**config.mk**
```make
export PLATFORM = sky130hd
export DESIGN_NAME = multdiv
export DESIGN_NICKNAME = d
export VERILOG_FILES = /design/src/rtl/mips_pkg.sv /design/src/rtl/flopenr.sv /design/src/rtl/multdiv_md_step.sv /design/src/rtl/multdiv.sv
export SDC_FILE = /design/constraint.sdc
export NUM_CORES = 1
export LEC_CHECK = 0
export ABC_AREA = 0
export BUFFER_PORTS_ARGS = -buffer_cell sky130_fd_sc_hd__buf_4
export CORE_ASPECT_RATIO = 0.7
export CORE_MARGIN = 3
export CORE_UTILIZATION = 30
export CTS_BUF_LIST = sky130_fd_sc_hd__clkbuf_8
export CTS_CLUSTER_DIAMETER = 200
export DETAILED_ROUTE_END_ITERATION = 10
export SLEW_MARGIN = 20
export SYNTH_ARGS = -nofsm -noshare
export SYNTH_HDL_FRONTEND = slang
export SYNTH_SLANG_ARGS = --single-unit
```
**constraint.sdc**
```tcl
create_clock -name clk -period 4.76 [get_ports clk]
set_input_delay 0.238 -clock clk [delete_from_list [all_inputs] [get_ports clk]]
set_output_delay 0.238 -clock clk [all_outputs]
set_load 0.01 [all_outputs]
```
**src/rtl/mips_pkg.sv**
```systemverilog
`default_nettype none
// ============================================================================
//  Module      : mips_pkg
//  Description : Shared definitions for the MIPS execute-stage multiply/divide
//                unit: operation encodings, FSM state type, iteration count
//                and small op-decoding helpers.
//  Revision    : 1.0  initial release
// ============================================================================
package mips_pkg;

    // Operation encodings on the op port. Bit 1 selects divide, bit 0 selects
    // signed arithmetic.
    localparam logic [1:0] OP_MULTU = 2'b00;
    localparam logic [1:0] OP_MULT  = 2'b01;
    localparam logic [1:0] OP_DIVU  = 2'b10;
    localparam logic [1:0] OP_DIV   = 2'b11;

    // One result bit per iteration.
    localparam int ITER  = 32;
    localparam int CNT_W = $clog2(ITER);

    typedef enum logic [1:0] {
        IDLE = 2'd0,
        CALC = 2'd1,
        FIX  = 2'd2
    } state_t;

    function automatic logic op_is_div(input logic [1:0] code);
        return code[1];
    endfunction

    function automatic logic op_is_signed(input logic [1:0] code);
        return code[0];
    endfunction

endpackage
`default_nettype wire

```
**src/rtl/flopenr.sv**
```systemverilog
`default_nettype none
// ============================================================================
//  Module      : flopenr
//  Description : Resettable, enabled register.
//  Revision    : 1.0  initial release
//  Ports       : clk   - rising-edge clock
//                reset - asynchronous active-high reset, clears q
//                en    - load enable
//                d     - data in
//                q     - registered data out
// ============================================================================
module flopenr #(
    parameter int WIDTH = 32
) (
    input  logic             clk,
    input  logic             reset,
    input  logic             en,
    input  logic [WIDTH-1:0] d,
    output logic [WIDTH-1:0] q
);

    always_ff @(posedge clk or posedge reset) begin
        if (reset) begin
            q <= '0;
        end else if (en) begin
            q <= d;
        end
    end

endmodule
`default_nettype wire

```
**src/rtl/multdiv_md_step.sv**
```systemverilog
`default_nettype none
// ============================================================================
//  Module      : md_step
//  Description : One combinational iteration of the multiply/divide datapath.
//                Multiply: shift-right-add on the {acc, shreg} pair, shreg
//                holding the multiplier and opnd the multiplicand.
//                Divide: restoring step on {acc, shreg} = {rem, quot}, opnd
//                holding the divisor.
//  Revision    : 1.0  initial release
//  Ports       : acc        - upper half (partial product / remainder)
//                shreg      - lower half (multiplier / dividend->quotient)
//                opnd       - multiplicand or divisor magnitude
//                is_div     - 1 selects the divide step
//                acc_next   - next upper half
//                shreg_next - next lower half
// ============================================================================
module md_step #(
    parameter int WIDTH = 32
) (
    input  logic [WIDTH-1:0] acc,
    input  logic [WIDTH-1:0] shreg,
    input  logic [WIDTH-1:0] opnd,
    input  logic             is_div,
    output logic [WIDTH-1:0] acc_next,
    output logic [WIDTH-1:0] shreg_next
);

    logic [WIDTH:0]   w_sum;
    logic [WIDTH:0]   w_rem;
    logic [WIDTH-1:0] w_diff;
    logic             w_borrow;

    always_comb begin
        // Multiply: conditional add with a carry bit, then shift the 65-bit
        // {carry, acc, shreg} right by one.
        w_sum = {1'b0, acc} + (shreg[0] ? {1'b0, opnd} : {(WIDTH+1){1'b0}});

        // Divide: the shifted remainder needs WIDTH+1 bits, since the
        // remainder before the shift can be as large as the divisor minus one
        // (or any value when the divisor is zero).
        w_rem    = {acc, shreg[WIDTH-1]};
        w_borrow = (w_rem < {1'b0, opnd});
        w_diff   = w_rem[WIDTH-1:0] - opnd;

        if (is_div) begin
            acc_next   = w_borrow ? w_rem[WIDTH-1:0] : w_diff;
            shreg_next = {shreg[WIDTH-2:0], ~w_borrow};
        end else begin
            acc_next   = w_sum[WIDTH:1];
            shreg_next = {w_sum[0], shreg[WIDTH-1:1]};
        end
    end

endmodule
`default_nettype wire

```
**src/rtl/multdiv.sv**
```systemverilog
`default_nettype none
// ============================================================================
//  Module      : multdiv
//  Description : Iterative 32-bit multiply/divide unit producing HI/LO for
//                MULTU, MULT, DIVU and DIV. One iteration per cycle; fixed
//                34-cycle latency from the accepting edge to done.
//  Revision    : 1.0  initial release
//  Ports       : clk   - rising-edge clock
//                reset - asynchronous active-high reset
//                start - request, sampled only while busy=0
//                op    - 00 MULTU, 01 MULT, 10 DIVU, 11 DIV
//                a     - multiplicand / dividend
//                b     - multiplier / divisor
//                busy  - operation in progress
//                done  - one-cycle pulse when hi/lo were updated
//                hi    - upper product / remainder
//                lo    - lower product / quotient
// ============================================================================
module multdiv
    import mips_pkg::*;
#(
    parameter int WIDTH = 32
) (
    input  logic             clk,
    input  logic             reset,
    input  logic             start,
    input  logic [1:0]       op,
    input  logic [WIDTH-1:0] a,
    input  logic [WIDTH-1:0] b,
    output logic             busy,
    output logic             done,
    output logic [WIDTH-1:0] hi,
    output logic [WIDTH-1:0] lo
);

    state_t           r_state;
    logic [CNT_W-1:0] r_cnt;
    logic [WIDTH-1:0] r_acc;
    logic [WIDTH-1:0] r_shreg;
    logic [WIDTH-1:0] r_opnd;
    logic             r_is_div;
    logic             r_is_signed;
    logic             r_sign_a;
    logic             r_sign_b;
    logic             r_busy;
    logic             r_done;

    logic [WIDTH-1:0] w_a_mag;
    logic [WIDTH-1:0] w_b_mag;
    logic [WIDTH-1:0] w_acc_step;
    logic [WIDTH-1:0] w_shreg_step;
    logic [WIDTH-1:0] w_acc_fix;
    logic [WIDTH-1:0] w_shreg_fix;
    logic             w_hilo_en;

    // Operand magnitudes; unsigned ops pass straight through. The most
    // negative value maps onto itself, which is its correct unsigned magnitude.
    always_comb begin
        w_a_mag = (op_is_signed(op) && a[WIDTH-1]) ? -a : a;
        w_b_mag = (op_is_signed(op) && b[WIDTH-1]) ? -b : b;
    end

    md_step #(
        .WIDTH      (WIDTH)
    ) u_md_step (
        .acc        (r_acc),
        .shreg      (r_shreg),
        .opnd       (r_opnd),
        .is_div     (r_is_div),
        .acc_next   (w_acc_step),
        .shreg_next (w_shreg_step)
    );

    // Sign correction of the unsigned result for signed ops.
    always_comb begin
        w_acc_fix   = r_acc;
        w_shreg_fix = r_shreg;
        if (r_is_signed) begin
            if (r_is_div) begin
                if (r_sign_a ^ r_sign_b) begin
                    w_shreg_fix = -r_shreg;
                end
                if (r_sign_a) begin
                    w_acc_fix = -r_acc;
                end
            end else if (r_sign_a ^ r_sign_b) begin
                {w_acc_fix, w_shreg_fix} = -{r_acc, r_shreg};
            end
        end
    end

    // FIX spans two cycles: the counter (zero on entry after wrapping) marks
    // the first cycle, which applies the sign correction in place; the
    // second cycle loads hi/lo and raises done.
    always_comb begin
        w_hilo_en = (r_state == FIX) && (r_cnt != '0);
    end

    always_ff @(posedge clk or posedge reset) begin
        if (reset) begin
            r_state     <= IDLE;
            r_cnt       <= '0;
            r_acc       <= '0;
            r_shreg     <= '0;
            r_opnd      <= '0;
            r_is_div    <= 1'b0;
            r_is_signed <= 1'b0;
            r_sign_a    <= 1'b0;
            r_sign_b    <= 1'b0;
            r_busy      <= 1'b0;
            r_done      <= 1'b0;
        end else begin
            r_done <= 1'b0;
            case (r_state)
                IDLE: begin
                    if (start) begin
                        r_shreg     <= w_a_mag;
                        r_opnd      <= w_b_mag;
                        r_sign_a    <= a[WIDTH-1];
                        r_sign_b    <= b[WIDTH-1];
                        r_is_div    <= op_is_div(op);
                        r_is_signed <= op_is_signed(op);
                        r_acc       <= '0;
                        r_cnt       <= '0;
                        r_busy      <= 1'b1;
                        r_state     <= CALC;
                    end
                end
                CALC: begin
                    r_acc   <= w_acc_step;
                    r_shreg <= w_shreg_step;
                    // Wraps back to zero on the last iteration.
                    r_cnt   <= r_cnt + CNT_W'(1);
                    if (r_cnt == CNT_W'(ITER - 1)) begin
                        r_state <= FIX;
                    end
                end
                FIX: begin
                    if (r_cnt == '0) begin
                        r_acc   <= w_acc_fix;
                        r_shreg <= w_shreg_fix;
                        r_cnt   <= CNT_W'(1);
                    end else begin
                        r_cnt   <= '0;
                        r_busy  <= 1'b0;
                        r_done  <= 1'b1;
                        r_state <= IDLE;
                    end
                end
                default: begin
                    r_cnt   <= '0;
                    r_busy  <= 1'b0;
                    r_state <= IDLE;
                end
            endcase
        end
    end

    flopenr #(
        .WIDTH (WIDTH)
    ) u_hi_reg (
        .clk   (clk),
        .reset (reset),
        .en    (w_hilo_en),
        .d     (r_acc),
        .q     (hi)
    );

    flopenr #(
        .WIDTH (WIDTH)
    ) u_lo_reg (
        .clk   (clk),
        .reset (reset),
        .en    (w_hilo_en),
        .d     (r_shreg),
        .q     (lo)
    );

    always_comb begin
        busy = r_busy;
        done = r_done;
    end

endmodule
`default_nettype wire

```
; ---- Yosys cells after proc, flatten, opt, wreduce, memory -nomap -nowiden
; Cells that the tools add are included.
; W data, S select, Z words.
[word_totals]
register_bits = 173
in_bits = 69
output_inout_bits = 66
word_cells = 80
[op_classes]
n_addsub = 8
n_lt_le_gt_ge = 1
eq_ne = 11
mux = 32
bitwise = 3
reduce_logical = 12
[ops]
columns = op, count
row1 = $mux W32, 18
row2 = $pmux W32 S3, 2
row3 = $neg A32 Y32, 4
row4 = $neg A64 Y64, 1
row5 = $add A32 B33 Y33, 1
row6 = $lt A33 B32 Y1, 1
row7 = $sub A32 B32 Y32, 1
row8 = $pmux W5 S3, 1
row9 = $ne A2 B2 Y1 const B, 5
row10 = $mux W2, 3
row11 = $ne A3 B3 Y1 const B, 2
row12 = $pmux W2 S3, 1
row13 = $reduce_and A3 Y1, 2
row14 = $reduce_and A6 Y1, 1
row15 = $add A5 B1 Y5 const B, 1
row16 = $eq A5 B5 Y1 const B, 1
row17 = $logic_not A5 Y1, 1
row18 = $mux W1, 5
row19 = $mux W5, 1
row20 = $reduce_and A5 Y1, 1
row21 = $reduce_bool A5 Y1, 1
row22 = $logic_and A1 B1 Y1, 3
row23 = $pmux W1 S3, 1
row24 = $reduce_bool A3 Y1, 1
row25 = 7 further kinds, 8

; ---- Logic depth before layout (Yosys ltp)
; Gate-level depths: netlist of the first run.
[logic_depth]
word_depth = 6
mapped_depth = 15
ltp_nobuf = 13

; ---- Cells and area by module
; Synthesis of the first run repeated with hierarchy kept, for this count alone.
[unflattened]
hier_cells = 1746
area_unflattened_um2 = 15134.5
[by_module_without_submodules]
columns = module, n_inst, cells_each, area_per_inst_um2, seq_area_each_um2
row1 = multdiv, 1, 934, 7674.9, 2727.6
row2 = md_step, 1, 674, 4762.1, 0.0
row3 = flopenr, 2, 69, 1348.8, 800.8

; ---- Worst setup path before layout of the first run
; Ideal clock, no wire load.
[synth_timing]
path_type = register to register
from = register r_shreg[0]
to = register r_acc[30]
setup_time_ns = 0.104
t_arrival_ns = 3.322
t_required_ns = 4.656
path_slack_ns = 1.334
path_stages_with_launch = 14
n_path_buf = 1
period_less_slack_ns = 3.426
cell_sequence = dfrtp_1 > inv_1 > clkbuf_1 > nor2_1 > ha_1 > a211o_1 > o22a_1 > o21ai_1 > o21ai_0 > a311o_1 > a311o_1 > a41oi_1 > mux2_2 > o311ai_1
[synth_via]
elab_chain_cells = 6
word_cells_on_any_way = 9
classes_between = 2 x add/sub / 7 x mux
[synth_lines]
columns = item, line
row1 = start: declaration, multdiv.sv:39  ; logic [WIDTH-1:0] r_shreg;
row2 = start signal: assignment, multdiv.sv:117  ; r_shreg <= w_a_mag;
row3 = start signal: assignment, multdiv.sv:131  ; r_shreg <= w_shreg_step;
row4 = start signal: assignment, multdiv.sv:141  ; r_shreg <= w_shreg_fix;
row5 = $neg A64 Y64, multdiv.sv:87  ; {w_acc_fix, w_shreg_fix} = -{r_acc, r_shreg};
row6 = $mux W32, multdiv.sv:86  ; end else if (r_sign_a ^ r_sign_b) begin
row7 = $mux W32, multdiv.sv:79  ; if (r_is_div) begin
row8 = $mux W32, multdiv.sv:78  ; if (r_is_signed) begin
row9 = $mux W32, multdiv.sv:139  ; if (r_cnt == '0) begin
row10 = $pmux W32 S3 (*), multdiv.sv:114  ; case (r_state)
row11 = end signal: assignment, multdiv.sv:130  ; r_acc <= w_acc_step;
row12 = end signal: assignment, multdiv.sv:140  ; r_acc <= w_acc_fix;
row13 = end: declaration, multdiv.sv:38  ; logic [WIDTH-1:0] r_acc;
; Every way passes the cells marked *; elsewhere a longest branch is shown, timed or not. The select of a mux whose other input is x is not followed.
; A chain may end at the register's enable or synchronous reset.

; ---- Worst setup path after layout of the first run
[layout_timing]
from = register r_shreg[0]
to = register r_acc[27]
; Same word-level chain as after synthesis.

==> results.sh, run 1 <==
export IMPL_grt_max_degree=111
export IMPL_port_buffers=134
export IMPL_first_pass_iters=6
export IMPL_cp_cell_sequence="inv_1, buf_4, nor2_1, ha_1, a21oi_1, nor2b_1, a2111oi_0, o21ai_1, a31oi_1, o32a_1, and3_1, o311ai_0, a221o_1"
export IMPL_clock_root_buffer="clkbuf_8"
export IMPL_period_needed_ns=4.22
export IMPL_antenna_found_initial=1
export IMPL_fin_util_pct=35.3
export IMPL_cp_slowest_stage_delay_ns=0.57
export IMPL_r2r_end="r_acc[27]"
export IMPL_synth_xor_area_share_pct=7.60
export IMPL_dpl_hpwl_um=37200
export IMPL_ys_warn_count=0
export IMPL_grt_use_total_pct=19.0
export IMPL_met3_usage_pct=4.60
export IMPL_period_share_pct=88.6
export IMPL_synth_area_mm2=0.0145
export IMPL_row_count=66
export IMPL_synth_avg_cell_area_um2=8.31
export IMPL_power_mw=9.12
export IMPL_vdd_ir_drop_worst_uv=199
export IMPL_synth_adder_area_share_pct=6.74
export IMPL_crit_type="register to register"
export IMPL_synth_seq_area_share_pct=29.8
export IMPL_ys_types=88
export IMPL_synthTopCellsByArea="dfrtp_1, mux2_2, ha_1"
export IMPL_cap_violations=0
export IMPL_gp_congestion=0.937
export IMPL_yosysTopAreaCell="dfrtp_1"
export IMPL_cts_max_level=4
export IMPL_num_vias=13816
export IMPL_p_leak_nw=7.57
export IMPL_layout_setup_ws_ns=0.544
export IMPL_setup_worst_path_start="r_shreg[0]"
export IMPL_synth_mux_area_share_pct=8.20
export IMPL_drv_slew=0
export IMPL_status="complete, no violations"
export IMPL_grt_pass1_wl_um=76100
export IMPL_place_inst=2460
export IMPL_ff2ff_setup_slack_ns=0.54
export IMPL_skew_ns=0.0214
export IMPL_drive_gt1_share_pct=17.5
export IMPL_path_clk_slew_ns=0.10
export IMPL_grt_use_met2_pct=25.7
export IMPL_cts_tree="built"
export IMPL_tightest_slew_ns=1.06
export IMPL_start_kind="register"
export IMPL_globalRouteOverflowTotal=0
export IMPL_avgViaCountPerCell=5.52
export IMPL_ys_ff_latch=173
export IMPL_fmax_mhz=237
export IMPL_rsz0062_at_grt="no"
export IMPL_drtAntennaViolNets=0
export IMPL_preCtsSetupSlack_ns=0.673
export IMPL_die_width_um=269
export IMPL_cp_end_kind="register"
export IMPL_clock_sinks=173
export IMPL_die_height_um=190
export IMPL_finalSetupViolCount=0
export IMPL_ctsLongestPathBuffers=2
export IMPL_crit_arrival_ns=4.62
export IMPL_p_per_area_mw_per_mm2=548
export IMPL_clock_latency_ns=0.52
export IMPL_synth_compound_area_share_pct=23.0
export IMPL_slew_headroom_pct=29.6
export IMPL_ios=135
export IMPL_hold_depth=3
export IMPL_routed_wire_length_per_instance_um=19.6
export IMPL_hold_viol=0
export IMPL_hp_class="primary input to register"
export IMPL_yosys_area_share_simple_pct=18.9
export IMPL_hold_end="r_opnd[23]"
export IMPL_synth_edf_count=0
export IMPL_synth_top_family_by_area="compound AO/OA/AOI/OAI gates"
export IMPL_wirelength_um=48900
export IMPL_core_mm2=0.0472
export IMPL_worstReg2RegStart="r_shreg[0]"
export IMPL_syn_nets=1894
export IMPL_area_delta_synth_final_pct=14.7
export IMPL_dieArea_mm2=0.0511
export IMPL_numCtsBuffers=17
export IMPL_fin_cells=2502
export IMPL_drt_iter0_drc=1376
export IMPL_async_flop_share_pct=100
export IMPL_drc=0
export IMPL_tns_ns=0
export IMPL_use_met1_pct=29.5
export IMPL_ys_flop_type="dfrtp_1"
export IMPL_crit_slowest_cell="a31oi_1"
export IMPL_grt_busiest_layer="met1"
export IMPL_synthDominantCellAreaShare_pct=29.8
export IMPL_fin_nets=1988
export IMPL_grt_pass1_vias=13013
export IMPL_start_util_pct=30.8
export IMPL_hold_start="b[23]"
export IMPL_crit_fanout=21
export IMPL_critPathRequiredTime_ns=5.16
export IMPL_worst_r2r_path_depth=13
export IMPL_synthCells=1748
-- timing repair --
item / 4_1_cts / 5_1_grt
resized for setup: 0 / 0
hold endpoints to repair: 94 / 0
setup buffers: 0 / 0
hold buffers: 9 / 0
-- cell type report --
| cell class | instances | area (um^2) |
|---|---|---|
| flip-flops and latches | 173 | 4330 |
| clock buffers | 17 | 234 |
| fillers | 4899 | 30500 |
| well taps | 646 | 808 |
| repair buffers | 179 | 1400 |
| diodes | 1 | 2.50 |
| multi-input cells | 1396 | 9390 |
| inverters | 75 | 285 |
| clock inverters | 15 | 209 |
-- flip-flops by register name, summed over array words and instances, names as in the netlist --
| register | count |
|---|---|
| r_sign_b | 1 |
| r_is_div | 1 |
| r_cnt | 5 |
| r_shreg | 32 |
| busy | 1 |
| r_is_signed | 1 |
| r_opnd | 32 |
| r_state | 2 |
| u_lo_reg.q | 32 |
| u_hi_reg.q | 32 |
| done | 1 |
| r_acc | 32 |
| r_sign_a | 1 |
-- Yosys cell counts, types with 41 or more instances --
master,instances
ha_1,75
nand2_1,163
xnor2_1,71
a21oi_1,125
nor3_1,47
inv_1,74
o21ai_0,158
clkbuf_1,79
mux2_2,88
nor2_1,164
o31ai_1,41
dfrtp_1,173
xor2_1,55
-- critical path, delay by kind of cell, from the launching register on --
family	cells	cell delay, ns
AO/OA/AOI/OAI	7	2.20
flip-flops	1	0.49
AND/OR/NAND/NOR	3	0.30
adder cells (fa/ha/maj)	1	0.36
buffers and inverters	2	0.74
-- power breakdown --
part / internal [mW] / leakage, nW / switching, mW
Combinational: 2.10 / 5.06 / 3.36
Sequential: 1.83 / 2.29 / 0.638
Clock: 0.582 / 0.225 / 0.617
-- logic make-up (layout without fill, tap and decap cells) --
| family | after synthesis | count (layout) |
|---|---|---|
| compound gates | 524 | 524 |
| other cells | 0 | 1 |
| flops | 173 | 173 |
| buf+inv | 179 | 286 |
| xor+xnor | 126 | 126 |
| mux | 108 | 108 |
| fa+ha+maj | 77 | 77 |
| simple gates | 561 | 561 |
-- per-stage QoR --
step           area (um^2)  hold WS, ns
6_report             16700       0.0374
5_1_grt              16700       0.0143
4_1_cts              16700      0.00116
3_5_place_dp         16100        0.141
3_3_place_gp         16100        0.139
2_1_floorplan        14500        0.385
-- layer usage --
metal | share of wire, % | routed length, um
met1 | 51 | 24700
met4 | 1.8 | 895
met2 | 39 | 19200
met3 | 8.5 | 4150
met5 | 0.027 | 13
-- worst max-delay path by stage --
stage / end / slack [ns] / cells after the start
floorplan: r_acc[30] / 1.33 / 13
global placement: r_acc[27] / 0.78 / 13
detailed placement: r_acc[27] / 0.67 / 13
CTS: r_acc[27] / 0.64 / 13
global route: r_acc[27] / 0.13 / 13
finish: r_acc[27] / 0.54 / 13
-- placed cells by master (no fill, tap or decap), types with 16 or more instances in the layout --
cell        n
a221oi_1   25
nor3_1     47
mux2_2     88
a21o_1     24
xor2_1     55
o211ai_1   16
inv_1      74
ha_1       75
dfrtp_1   172
a31oi_1    17
xnor2_1    71
o21ai_0   158
or3_1      19
clkbuf_8   17
nand2_1   162
mux2i_1    20
and3_1     17
buf_4     167
nor2_1    164
nand3_1    37
nand2b_1   16
a21oi_1   125
a211oi_1   17
o31ai_1    41
Power figures use the tool's default switching activity.
==> inputs of run 2 (changes only) <==
BUFFER_PORTS_ARGS = default   (was -buffer_cell sky130_fd_sc_hd__buf_4)
DONT_BUFFER_PORTS = 1   (was default)
==> run 2 against run 1 <==
Effect of this change: total power decreased by 0.90%; sequential power about the same; largest cell class unchanged; critical path type unchanged; via count decreased by 1.6%; clock skew decreased by 0.0017 ns; worst hold slack improved by 0.0033 ns; non-clock buffer count decreased by 91; combinational power about the same; utilization decreased by 1.3 points; critical path depth decreased by 1; maximum frequency increased by 0.45%; setup slack improved by 0.019 ns.
==> results.sh, run 2 (same netlist as run 1, synthesis figures left out) <==
export IMPL_status="complete, no violations"
export IMPL_pwr_share_clk_pct=12.8
export IMPL_worst_hold_slack_ns=0.0407
export IMPL_p_leak_nw=7.04
export IMPL_drive_gt1_share_pct=10.7
export IMPL_cap_violations=0
export IMPL_drv_slew=0
export IMPL_area_delta_synth_final_pct=10.6
export IMPL_finalSetupViolCount=0
export IMPL_vdd_ir_drop_worst_uv=225
export IMPL_dieArea_mm2=0.0511
export IMPL_seq_power_share_pct=27.0
export IMPL_period_needed_ns=4.20
export IMPL_clock_latency_ns=0.51
export IMPL_comb_power_share_pct=60.2
export IMPL_wirelength_um=49400
export IMPL_die_height_um=190
export IMPL_fillers=4914
export IMPL_p_sw_share_pct=51.1
export IMPL_period_share_pct=88.2
export IMPL_avgViaCountPerCell=5.63
export IMPL_crit_type="register to register"
export IMPL_cp_end_kind="register"
export IMPL_clock_root_buffer="clkbuf_8"
export IMPL_drc=0
export IMPL_final_common_cell="dfrtp_1"
export IMPL_num_vias=13589
export IMPL_internal_power_mw=4.42
export IMPL_die_width_um=269
export IMPL_cts_max_level=4
export IMPL_start_kind="register"
export IMPL_netSwitchingPower_mw=4.62
export IMPL_ctsLongestPathBuffers=2
export IMPL_grt_use_total_pct=19.2
export IMPL_clock_sinks=173
export IMPL_cts_tree="built"
export IMPL_critPathRequiredTime_ns=5.16
export IMPL_numCtsBuffers=17
export IMPL_grt_max_degree=108
export IMPL_rsz0062_at_grt="no"
export IMPL_grt_pass1_vias=12723
export IMPL_fin_nets=1897
export IMPL_routed_wire_length_per_instance_um=20.5
export IMPL_start_util_pct=30.8
export IMPL_slew_headroom_pct=30.7
export IMPL_crit_arrival_ns=4.60
export IMPL_fmax_mhz=238
export IMPL_first_pass_iters=6
export IMPL_skew_ns=0.0197
export IMPL_tns_ns=0
export IMPL_globalRouteOverflowTotal=0
export IMPL_drtAntennaViolNets=0
export IMPL_path_clk_slew_ns=0.10
export IMPL_gp_congestion=0.942
export IMPL_crit_fanout=12
export IMPL_cts_resized=0
export IMPL_grt_pass1_wl_um=76600
export IMPL_row_count=66
export IMPL_ios=135
export IMPL_hold_viol=0
export IMPL_core_mm2=0.0472
export IMPL_hp_class="primary input to register"
export IMPL_tightest_slew_ns=1.04
export IMPL_dpl_hpwl_um=36900
export IMPL_mostFrequentLayoutCells="dfrtp_1, nor2_1, nand2_1"
export IMPL_p_per_area_mw_per_mm2=563
export IMPL_antenna_found_initial=1
export IMPL_drt_iter0_drc=1291
export IMPL_port_buffers=0
-- run 2: path summary, 6_finish.rpt --
check,start,to,slack [ns],cells past startpoint
setup reg to reg,r_shreg[0],r_acc[27],0.56,12
min in group asynchronous,reset,u_lo_reg.q[14],0.38,3
setup / recovery,r_shreg[0],r_acc[27],0.56,12
hold / removal,b[1],r_opnd[1],0.04,2
hold reg to reg,r_opnd[4],r_opnd[4],0.49,2
max in group asynchronous,reset,u_hi_reg.q[6],3.61,3
-- run 2: cell type report --
| type | instances | area (um^2) | area share [%] |
|---|---|---|---|
| Multi-Input combinational cell | 1396 | 9400 | 58.5 |
| Inverter | 75 | 285 | 1.78 |
| Antenna cell | 2 | 5.00 | 0.0312 |
| Tap cell | 646 | 808 | 5.03 |
| Sequential cell | 173 | 4330 | 27.0 |
| Clock inverter | 14 | 181 | 1.13 |
| Clock buffer | 18 | 248 | 1.54 |
| Timing Repair Buffer | 88 | 813 | 5.06 |
-- run 2: critical path, cell delays in order, from the launching register on --
cell,delay [ns]
dfrtp_1,0.48
inv_1,0.45
nor2_1,0.12
ha_1,0.36
a21o_1,0.21
or4_1,0.39
o22ai_1,0.27
o21ai_1,0.28
a31oi_1,0.60
o32a_1,0.23
and3_1,0.17
o311ai_0,0.14
a221o_1,0.39
-- run 2: metrics by stage --
step	std cells	util (%)	instance area, um^2	power, mW	worst slack, ns
3_3_place_gp	2322	32.0	15100	7.65	0.812
2_1_floorplan	1748	-	14500	6.26	1.33
6_report	2412	34.1	16100	9.04	0.563
5_1_grt	2410	34.1	16100	9.71	0.378
4_1_cts	2410	34.1	16100	8.95	0.684
3_5_place_dp	2322	32.0	15100	7.72	0.676
-- run 2: repair_timing --
item | CTS | global route
hold buffers | 56 | 0
setup buffers | 0 | 0
endpoints found under the hold margin | 231 | 0
-- run 2: metal layers --
| metal | global-route usage [%] | vias to the layer above | wire, um |
|---|---|---|---|
| met1 | 29.3 | 6663 | 24600 |
| li1 | - | 6387 | - |
| met3 | 5.61 | 44 | 4410 |
| met5 | 0 | - | 11 |
| met2 | 26.1 | 493 | 19700 |
| met4 | 4.38 | 2 | 680 |
-- run 2: power by group through the flow --
stage               combinational, mW  clock, mW  sequential [mW]
floorplan                        4.12          0             2.14
global placement                 5.20          0             2.44
detailed placement               5.25          0             2.46
CTS                              5.32       1.20             2.43
global route                     5.94       1.26             2.52
finish                           5.44       1.15             2.44
